[src/rtl/switch_nport_core_if.sv]
// Per-port ingress and egress bundle of the N-port switch core.
// Fields of port p sit at [p*W +: W] in each packed vector.
interface switch_nport_core_if #(
    parameter int NUM_PORTS = 4,
    parameter int ADDR_W    = 4,
    parameter int DATA_W    = 8
);
    logic [NUM_PORTS-1:0]        valid_in;
    logic [NUM_PORTS*ADDR_W-1:0] source_in;
    logic [NUM_PORTS*ADDR_W-1:0] target_in;
    logic [NUM_PORTS*DATA_W-1:0] data_in;
    logic [NUM_PORTS-1:0]        ready_in;
    logic [NUM_PORTS-1:0]        valid_out;
    logic [NUM_PORTS*ADDR_W-1:0] source_out;
    logic [NUM_PORTS*ADDR_W-1:0] target_out;
    logic [NUM_PORTS*DATA_W-1:0] data_out;
    logic [NUM_PORTS-1:0]        ready_out;

    modport slave (
        input  valid_in, source_in, target_in, data_in, ready_out,
        output ready_in, valid_out, source_out, target_out, data_out
    );

    modport master (
        output valid_in, source_in, target_in, data_in, ready_out,
        input  ready_in, valid_out, source_out, target_out, data_out
    );
endinterface

[src/rtl/switch_nport_core.sv]
// N-port packet switch: per-input FIFO, per-output round-robin arbiter and
// a registered ready/valid output slot. Out-of-range targets are dropped and counted.
module switch_nport_core #(
    parameter int NUM_PORTS  = 4,
    parameter int ADDR_W     = 4,
    parameter int DATA_W     = 8,
    parameter int FIFO_DEPTH = 4
) (
    input  logic                clk,
    input  logic                rst,
    switch_nport_core_if.slave  bus,
    output logic [15:0]         drop_count
);
    localparam int PW = $clog2(NUM_PORTS);
    localparam int AW = $clog2(FIFO_DEPTH);

    typedef struct packed {
        logic [ADDR_W-1:0] src;
        logic [ADDR_W-1:0] tgt;
        logic [DATA_W-1:0] data;
    } pkt_t;

    pkt_t                 mem_q  [NUM_PORTS][FIFO_DEPTH];
    logic [AW-1:0]        wr_q   [NUM_PORTS];
    logic [AW-1:0]        rd_q   [NUM_PORTS];
    logic [AW:0]          cnt_q  [NUM_PORTS];
    pkt_t                 in_pkt [NUM_PORTS];
    pkt_t                 head   [NUM_PORTS];
    logic [NUM_PORTS-1:0] full, empty, rdy, push, drop, pop;
    logic [NUM_PORTS-1:0] req    [NUM_PORTS];
    logic [PW:0]          pick   [NUM_PORTS];
    logic [PW-1:0]        gnt    [NUM_PORTS];
    logic [PW-1:0]        ptr_q  [NUM_PORTS];
    logic [NUM_PORTS-1:0] gnt_v, load;
    pkt_t                 slot_q [NUM_PORTS];
    logic [NUM_PORTS-1:0] valid_q;
    logic [15:0]          drop_q, drop_d;
    logic [16:0]          drop_sum;

    // Returns {found, index} of the first set request at or after ptr, wrapping.
    function automatic logic [PW:0] rr_pick(input logic [NUM_PORTS-1:0] r,
                                            input logic [PW-1:0] p);
        logic [PW:0] res;
        int          idx;
        res = '0;
        for (int k = NUM_PORTS - 1; k >= 0; k--) begin
            idx = (int'(p) + k) % NUM_PORTS;
            if (r[idx]) res = {1'b1, PW'(idx)};
        end
        return res;
    endfunction

    for (genvar i = 0; i < NUM_PORTS; i++) begin : g_in
        assign in_pkt[i] = {bus.source_in[i*ADDR_W +: ADDR_W],
                            bus.target_in[i*ADDR_W +: ADDR_W],
                            bus.data_in[i*DATA_W +: DATA_W]};
        assign full[i]   = (cnt_q[i] == (AW+1)'(FIFO_DEPTH));
        assign empty[i]  = (cnt_q[i] == '0);
        assign head[i]   = mem_q[i][rd_q[i]];
        assign rdy[i]    = ~full[i] & ~rst;
        assign push[i]   = bus.valid_in[i] & rdy[i] & (32'(in_pkt[i].tgt) < NUM_PORTS);
        assign drop[i]   = bus.valid_in[i] & rdy[i] & (32'(in_pkt[i].tgt) >= NUM_PORTS);
    end

    always_comb begin
        for (int o = 0; o < NUM_PORTS; o++) begin
            for (int i = 0; i < NUM_PORTS; i++) begin
                req[o][i] = ~empty[i] && (head[i].tgt == ADDR_W'(o));
            end
        end
    end

    // Each head names one output, so at most one grant can pop a given FIFO.
    always_comb begin
        pop = '0;
        for (int o = 0; o < NUM_PORTS; o++) begin
            load[o]  = ~valid_q[o] | bus.ready_out[o];
            pick[o]  = rr_pick(req[o], ptr_q[o]);
            gnt_v[o] = pick[o][PW] & load[o];
            gnt[o]   = pick[o][PW-1:0];
        end
        for (int o = 0; o < NUM_PORTS; o++) begin
            for (int i = 0; i < NUM_PORTS; i++) begin
                if (gnt_v[o] && gnt[o] == PW'(i)) pop[i] = 1'b1;
            end
        end
    end

    always_comb begin
        drop_sum = {1'b0, drop_q};
        for (int i = 0; i < NUM_PORTS; i++) drop_sum = drop_sum + 17'(drop[i]);
        drop_d = drop_sum[16] ? 16'hFFFF : drop_sum[15:0];
    end

    always_ff @(posedge clk) begin
        for (int i = 0; i < NUM_PORTS; i++) begin
            if (push[i]) mem_q[i][wr_q[i]] <= in_pkt[i];
        end
    end

    always_ff @(posedge clk) begin
        if (rst) begin
            for (int i = 0; i < NUM_PORTS; i++) begin
                wr_q[i]   <= '0;
                rd_q[i]   <= '0;
                cnt_q[i]  <= '0;
                ptr_q[i]  <= '0;
                slot_q[i] <= '0;
            end
            valid_q <= '0;
            drop_q  <= '0;
        end else begin
            for (int i = 0; i < NUM_PORTS; i++) begin
                if (push[i]) wr_q[i] <= wr_q[i] + 1'b1;
                if (pop[i])  rd_q[i] <= rd_q[i] + 1'b1;
                cnt_q[i] <= cnt_q[i] + (AW+1)'(push[i]) - (AW+1)'(pop[i]);
            end
            for (int o = 0; o < NUM_PORTS; o++) begin
                if (load[o]) begin
                    valid_q[o] <= gnt_v[o];
                    if (gnt_v[o]) begin
                        slot_q[o] <= head[gnt[o]];
                        ptr_q[o]  <= PW'((int'(gnt[o]) + 1) % NUM_PORTS);
                    end
                end
            end
            drop_q <= drop_d;
        end
    end

    assign bus.ready_in  = rdy;
    assign bus.valid_out = valid_q;
    assign drop_count    = drop_q;

    for (genvar o = 0; o < NUM_PORTS; o++) begin : g_out
        assign bus.source_out[o*ADDR_W +: ADDR_W] = slot_q[o].src;
        assign bus.target_out[o*ADDR_W +: ADDR_W] = slot_q[o].tgt;
        assign bus.data_out[o*DATA_W +: DATA_W]   = slot_q[o].data;
    end
endmodule

[src/flat_wrapper.sv]
// flat-port wrapper written by rule: the top's interface ports become plain ports
module switch_nport_core_flat 
#(
    parameter int NUM_PORTS  = 4,
    parameter int ADDR_W     = 4,
    parameter int DATA_W     = 8,
    parameter int FIFO_DEPTH = 4
)
  (clk, rst, drop_count, bus_valid_in, bus_source_in, bus_target_in, bus_data_in, bus_ready_out, bus_ready_in, bus_valid_out, bus_source_out, bus_target_out, bus_data_out);
  switch_nport_core_if #(.NUM_PORTS(NUM_PORTS), .ADDR_W(ADDR_W), .DATA_W(DATA_W)) bus_i ();
  input  logic clk;
  input  logic rst;
  output logic [15:0] drop_count;
  input wire logic [$bits(bus_i.valid_in)-1:0] bus_valid_in;
  input wire logic [$bits(bus_i.source_in)-1:0] bus_source_in;
  input wire logic [$bits(bus_i.target_in)-1:0] bus_target_in;
  input wire logic [$bits(bus_i.data_in)-1:0] bus_data_in;
  input wire logic [$bits(bus_i.ready_out)-1:0] bus_ready_out;
  output wire logic [$bits(bus_i.ready_in)-1:0] bus_ready_in;
  output wire logic [$bits(bus_i.valid_out)-1:0] bus_valid_out;
  output wire logic [$bits(bus_i.source_out)-1:0] bus_source_out;
  output wire logic [$bits(bus_i.target_out)-1:0] bus_target_out;
  output wire logic [$bits(bus_i.data_out)-1:0] bus_data_out;
  assign bus_i.valid_in = bus_valid_in;
  assign bus_i.source_in = bus_source_in;
  assign bus_i.target_in = bus_target_in;
  assign bus_i.data_in = bus_data_in;
  assign bus_i.ready_out = bus_ready_out;
  assign bus_ready_in = bus_i.ready_in;
  assign bus_valid_out = bus_i.valid_out;
  assign bus_source_out = bus_i.source_out;
  assign bus_target_out = bus_i.target_out;
  assign bus_data_out = bus_i.data_out;
  switch_nport_core #(.NUM_PORTS(NUM_PORTS), .ADDR_W(ADDR_W), .DATA_W(DATA_W), .FIFO_DEPTH(FIFO_DEPTH)) u_core (.clk(clk), .rst(rst), .bus(bus_i), .drop_count(drop_count));
endmodule
[config.mk]
export PLATFORM = sky130hd
export DESIGN_NAME = switch_nport_core_flat
export DESIGN_NICKNAME = d
export VERILOG_FILES = /design/src/rtl/switch_nport_core_if.sv /design/src/rtl/switch_nport_core.sv /design/src/flat_wrapper.sv
export SDC_FILE = /design/constraint.sdc
export NUM_CORES = 1
export LEC_CHECK = 0
export BUFFER_PORTS_ARGS = -buffer_cell sky130_fd_sc_hd__buf_2
export CAP_MARGIN = 10
export CORE_MARGIN = 8
export CORE_UTILIZATION = 53
export CTS_CLUSTER_DIAMETER = 60
export DETAILED_ROUTE_END_ITERATION = 8
export HOLD_SLACK_MARGIN = 0.1
export PLACE_DENSITY_LB_ADDON = 0.25
export SETUP_SLACK_MARGIN = 0.3
export SYNTH_ARGS = -nofsm -noshare
export SYNTH_HDL_FRONTEND = slang
export SYNTH_SLANG_ARGS = --single-unit
[constraint.sdc]
create_clock -name clk -period 6.1 [get_ports clk]
set_input_delay 1.22 -clock clk [delete_from_list [all_inputs] [get_ports clk]]
set_output_delay 1.22 -clock clk [all_outputs]
set_load 0.02 [all_outputs]
Word level (Yosys, flattened, before mapping). Memories as Yosys holds them, arrays and structs flattened. Cells that the tools add are included.

Bits in registers: 20. RAM bits: 356. Input port bits: 74. Output and inout bits: 88. Word-level logic and storage cells: 432. Memories kept: 6.

Add/subtract/negate cells: 36. $lt $le $gt $ge: 40. Equality and inequality tests: 28. Multiplexer cells: 176. Bitwise logic cells: 81. Reductions and logical operators: 60.

Memories: u_core.mem_q (depth 4, width 64, read ports 4, clocked after Yosys merged registers in 0, write ports 4, line switch_nport_core.sv:23) `pkt_t mem_q [NUM_PORTS][FIFO_DEPTH];`; u_core.slot_q (depth 4, width 16, read ports 4, clocked after Yosys merged registers in 0, write ports 4, line switch_nport_core.sv:35) `pkt_t slot_q [NUM_PORTS];`; u_core.cnt_q (depth 4, width 3, read ports 4, clocked after Yosys merged registers in 0, write ports 4, line switch_nport_core.sv:26) `logic [AW:0] cnt_q [NUM_PORTS];`; u_core.ptr_q (depth 4, width 2, read ports 4, clocked after Yosys merged registers in 0, write ports 4, line switch_nport_core.sv:33) `logic [PW-1:0] ptr_q [NUM_PORTS];`; u_core.rd_q (depth 4, width 2, read ports 4, clocked after Yosys merged registers in 0, write ports 4, line switch_nport_core.sv:25) `logic [AW-1:0] rd_q [NUM_PORTS];`; u_core.wr_q (depth 4, width 2, read ports 4, clocked after Yosys merged registers in 0, write ports 4, line switch_nport_core.sv:24) `logic [AW-1:0] wr_q [NUM_PORTS];`.

Operator list (number): 2-to-1 mux 16 bit (25); binary-select mux 16 bit (select 2 bit) (8); 2-to-1 mux 64 bit (4); demux 16 bit (select 2 bit) (4); 2-to-1 mux 1 bit (87); 2-to-1 mux 3 bit (20); adder 17 x 1 -> 17 bit (3); less-than comparator 3 x 4 -> 1 bit (second input constant) (12); greater-or-equal comparator 3 bit (second input constant) (12); logical AND 1 bit (36); NOT 2 -> 3 bit (12); adder 2 x 1 -> 2 bit (second input constant) (16); binary-select mux 1 bit (select 2 bit) (16); equality test 4 x 2 -> 1 bit (second input constant) (8); 2-to-1 mux 2 bit (12); bitwise OR 1 bit (24); OR reduction 2 bit (12); AND 1 bit (20); adder 16 x 1 -> 17 bit (1); adder 2 bit (second input constant) (8); equality test 2 bit (second input constant) (8); equality test 4 x 1 -> 1 bit (second input constant) (4); greater-or-equal comparator 4 x 3 -> 1 bit (second input constant) (4); logical NOT 4 bit (4); other kinds (11) (61).

Logic depth before layout (Yosys ltp). An unclocked memory read counts as a cell.

Depth after elaboration: 24. Depth in mapped cells: 20. Gate-level depth less buffers: 17.

Worst setup path after synthesis. OpenSTA, ideal clock, no wires.

Path kind: reg-to-reg. From: memory u_core.rd_q[0][0] in the netlist's numbering. To: memory u_core.cnt_q[1][2] in the netlist's numbering. Setup time: 0.128 ns. Arrival: 4.136 ns. Data required time: 5.972 ns. Path slack: 1.836 ns. Cell stages (with the launch flop): 21. Cell sequence: edfxtp_1 buf_2 mux4_2 and2_1 nand4_1 a21boi_0 o21ai_0 and2_1 clkbuf_1 clkbuf_1 inv_1 ha_1 a32oi_1 nand2_1 ha_1 inv_1 ha_1 fa_1 xnor2_1 xnor2_1 nor2_1.

RTL lines (line): start: declaration (switch_nport_core.sv:25); end: declaration (switch_nport_core.sv:26).

==> flow_summary.toml <==
[sta]
relSlewSlack = 0.355
period_needed_ps = 5180
max_freq_mhz = 193
post-route-period-util = 0.850
finalClockSkew_ps = 13.8
report.final.slew_viol_count = 0
fin_hold_ws_ps = 544
rsz0062_at_grt = "no"
tns_ps = 0
setup_violations = 0
worst_pin_slew_ps = 967
finalHoldViolCount = 0

[setup_path]
worst-setup-path-type = "register to register"
crit_path_top_delay_cell = "edfxtp_1"
crit_required_ps = 6510
reg2reg_depth = 17
crit_arrival_ps = 5590
path_common_cell = "ha_1"
crit_path_max_incr_delay_ps = 970
crit_chain = "mux4_2 > and2_1 > nand3_1 > o21ai_0 > nand2b_1 > and2_1 > inv_1 > ha_1 > a32oi_1 > nand2_1 > ha_1 > inv_1 > ha_1 > fa_1 > xnor2_1 > xnor2_1 > nor2_1"
startpoint_type = "register"
cp_max_fo = 29
cp-end-kind = "register"

[placed_design]
dp_hpwl_um = 28600
io_buffers = 161
gp_congestion = 0.933
dp_cells = 1697

[final_layout]
area_growth_pct = 14.4
n_antenna_cell = 0
nNetsFinal = 1448
postLayoutCoreUtil = 0.615
stdcell_count = 1772
drive_gt1_frac = 0.230

[worst_hold_path]
holdCritPathClass = "register to register"
hold_path_depth = 2

[grt]
grt_pass1_wl_um = 61300
grt_pass1_vias = 10600
gr-total-overflow = 0
grt_max_degree = 41
antenna_found_initial = 1
grt_use_total = 0.205

[yosys]
syn_inst = 1175
yosys.area.top_type = "edfxtp_1"
synth_edf_count = 344
async_flop_share = 0
synth.cell_area_um2 = 17000
ys_seq_elements = 376
seq_area_frac_synth = 0.647
yosysMostFrequentCell = "edfxtp_1"
synth_ff_type = "edfxtp_1"
synth_common_cells = "edfxtp_1, a211oi_1, nand2_1"
yosys_warnings = 0
synth.area.top_cells = "edfxtp_1, mux4_2, dfxtp_1"
synth_cell_types = 61
syn_area_per_cell_um2 = 14.4
synth_top_area_share = 0.609

[floorplan]
std_cell_rows = 65
die_h_um = 195
dieWidth_um = 195
pin_count = 162
core_area_um2 = 31600
initial_core_util = 0.538
dieArea_um2 = 38000

[drt]
drc = 0
drt_iter0_drc = 830
ant_nets = 0
wl_per_cell_um = 22.5
drtPass1Iterations = 6
dr_total_vias = 10700
wl_um = 40000
routed_via_density = 6.06

[clocking]
cts_setup_buffers = 0
post_cts_resized = 0
clock_latency_ps = 530
htreeDepth = 2
hold_buffers = 0
cts_buffers = 41
clk_pin_slew_ps = 60
cts-root-buf = "clkbuf_16"
cts.path.max_buffers = 3
cts_tree = "done"
cts.sinks = 376

[outcome]
outcome = "finished clean"

[pwr]
p_leak_uw = 0.00693
total_power_uw = 6080
irDropWorstVdd_mv = 0.252
powerDensity_nw_per_um2 = 313

[flow_run]
maxCapViolCount = 0
[kinds of logic (layout without fill, tap and decap cells)]
logic type      count (synthesis)  after routing  synth area share
fa+ha+maj                      36             36            0.0296
simple gates                  260            260            0.0801
buf+inv                       123            307            0.0313
xor+xnor                       24             24            0.0124
compound gates                232            232            0.0982
other cells                     1             12          0.000221
flops                         376            376             0.647
mux                           123            123             0.102
[per-stage QoR]
step	worst slack [ps]	area (um2)
floorplan	1840	17000
CTS	929	19400
finish	917	19400
global placement	1110	18100
detailed placement	941	18100
global route	490	19400
[sequential cells by signal, indices dropped and copies added, names as in the netlist]
register	count
u_core.drop_count	16
u_core.ptr_q	8
u_core.rd_q	8
u_core.bus.valid_out	4
u_core.wr_q	8
u_core.mem_q	256
u_core.cnt_q	12
u_core.slot_q	64
[final timing paths]
| check | startpoint | slack (ps) | endpoint |
|---|---|---|---|
| setup reg to reg | u_core.rd_q[0][0] | 920 | u_core.cnt_q[1][2] |
| setup / recovery | u_core.rd_q[0][0] | 920 | u_core.cnt_q[1][2] |
| hold reg to reg | u_core.bus.valid_out[2] | 540 | u_core.bus.valid_out[2] |
| hold / removal | u_core.bus.valid_out[2] | 540 | u_core.bus.valid_out[2] |
[metal layers]
metal	vias to the layer above	GRT usage	wire [um]
li1	4925	-	-
met1	5280	0.279	17300
met2	436	0.326	18600
met3	102	0.0425	2810
met4	2	0.0668	1250
met5	-	0	10
[cell usage in the layout (no fill, tap or decap), drive strengths merged, types with 27 or more instances in the layout]
| cell | netlist | routed |
|---|---|---|
| mux2i | 62 | 62 |
| mux4 | 37 | 37 |
| a211oi | 80 | 80 |
| buf | 30 | 182 |
| ha | 29 | 29 |
| o21ai | 27 | 27 |
| inv | 48 | 52 |
| edfxtp | 344 | 344 |
| dfxtp | 32 | 32 |
| nor2 | 49 | 49 |
| nand2 | 67 | 67 |
| a31oi | 38 | 38 |
| clkbuf | 43 | 51 |
[area by class of cell]
| class | count | area (um2) |
|---|---|---|
| Timing Repair Buffer | 182 | 963 |
| Fill cell | 2431 | 12100 |
| Multi-Input combinational cell | 687 | 5510 |
| Sequential cell | 376 | 11000 |
| Inverter | 50 | 188 |
| Tap cell | 402 | 503 |
| Clock buffer | 51 | 1060 |
| Clock inverter | 24 | 216 |
[worst max-delay path, delay by kind of cell, from the launching register on]
family,cells,cell delay [ps]
AND/OR/NAND/NOR,6,1470
adder cells (fa/ha/maj),4,1100
flip-flops,1,970
multiplexers,1,630
AO/OA/AOI/OAI,2,410
XOR/XNOR,2,320
buffers and inverters,2,170
[report_power, final]
part	total (uW)	switching, uW	internal, uW
combinational	750	473	277
clock	2360	980	1380
sequential	2980	65.4	2910
(Power assumes the default switching activity.)
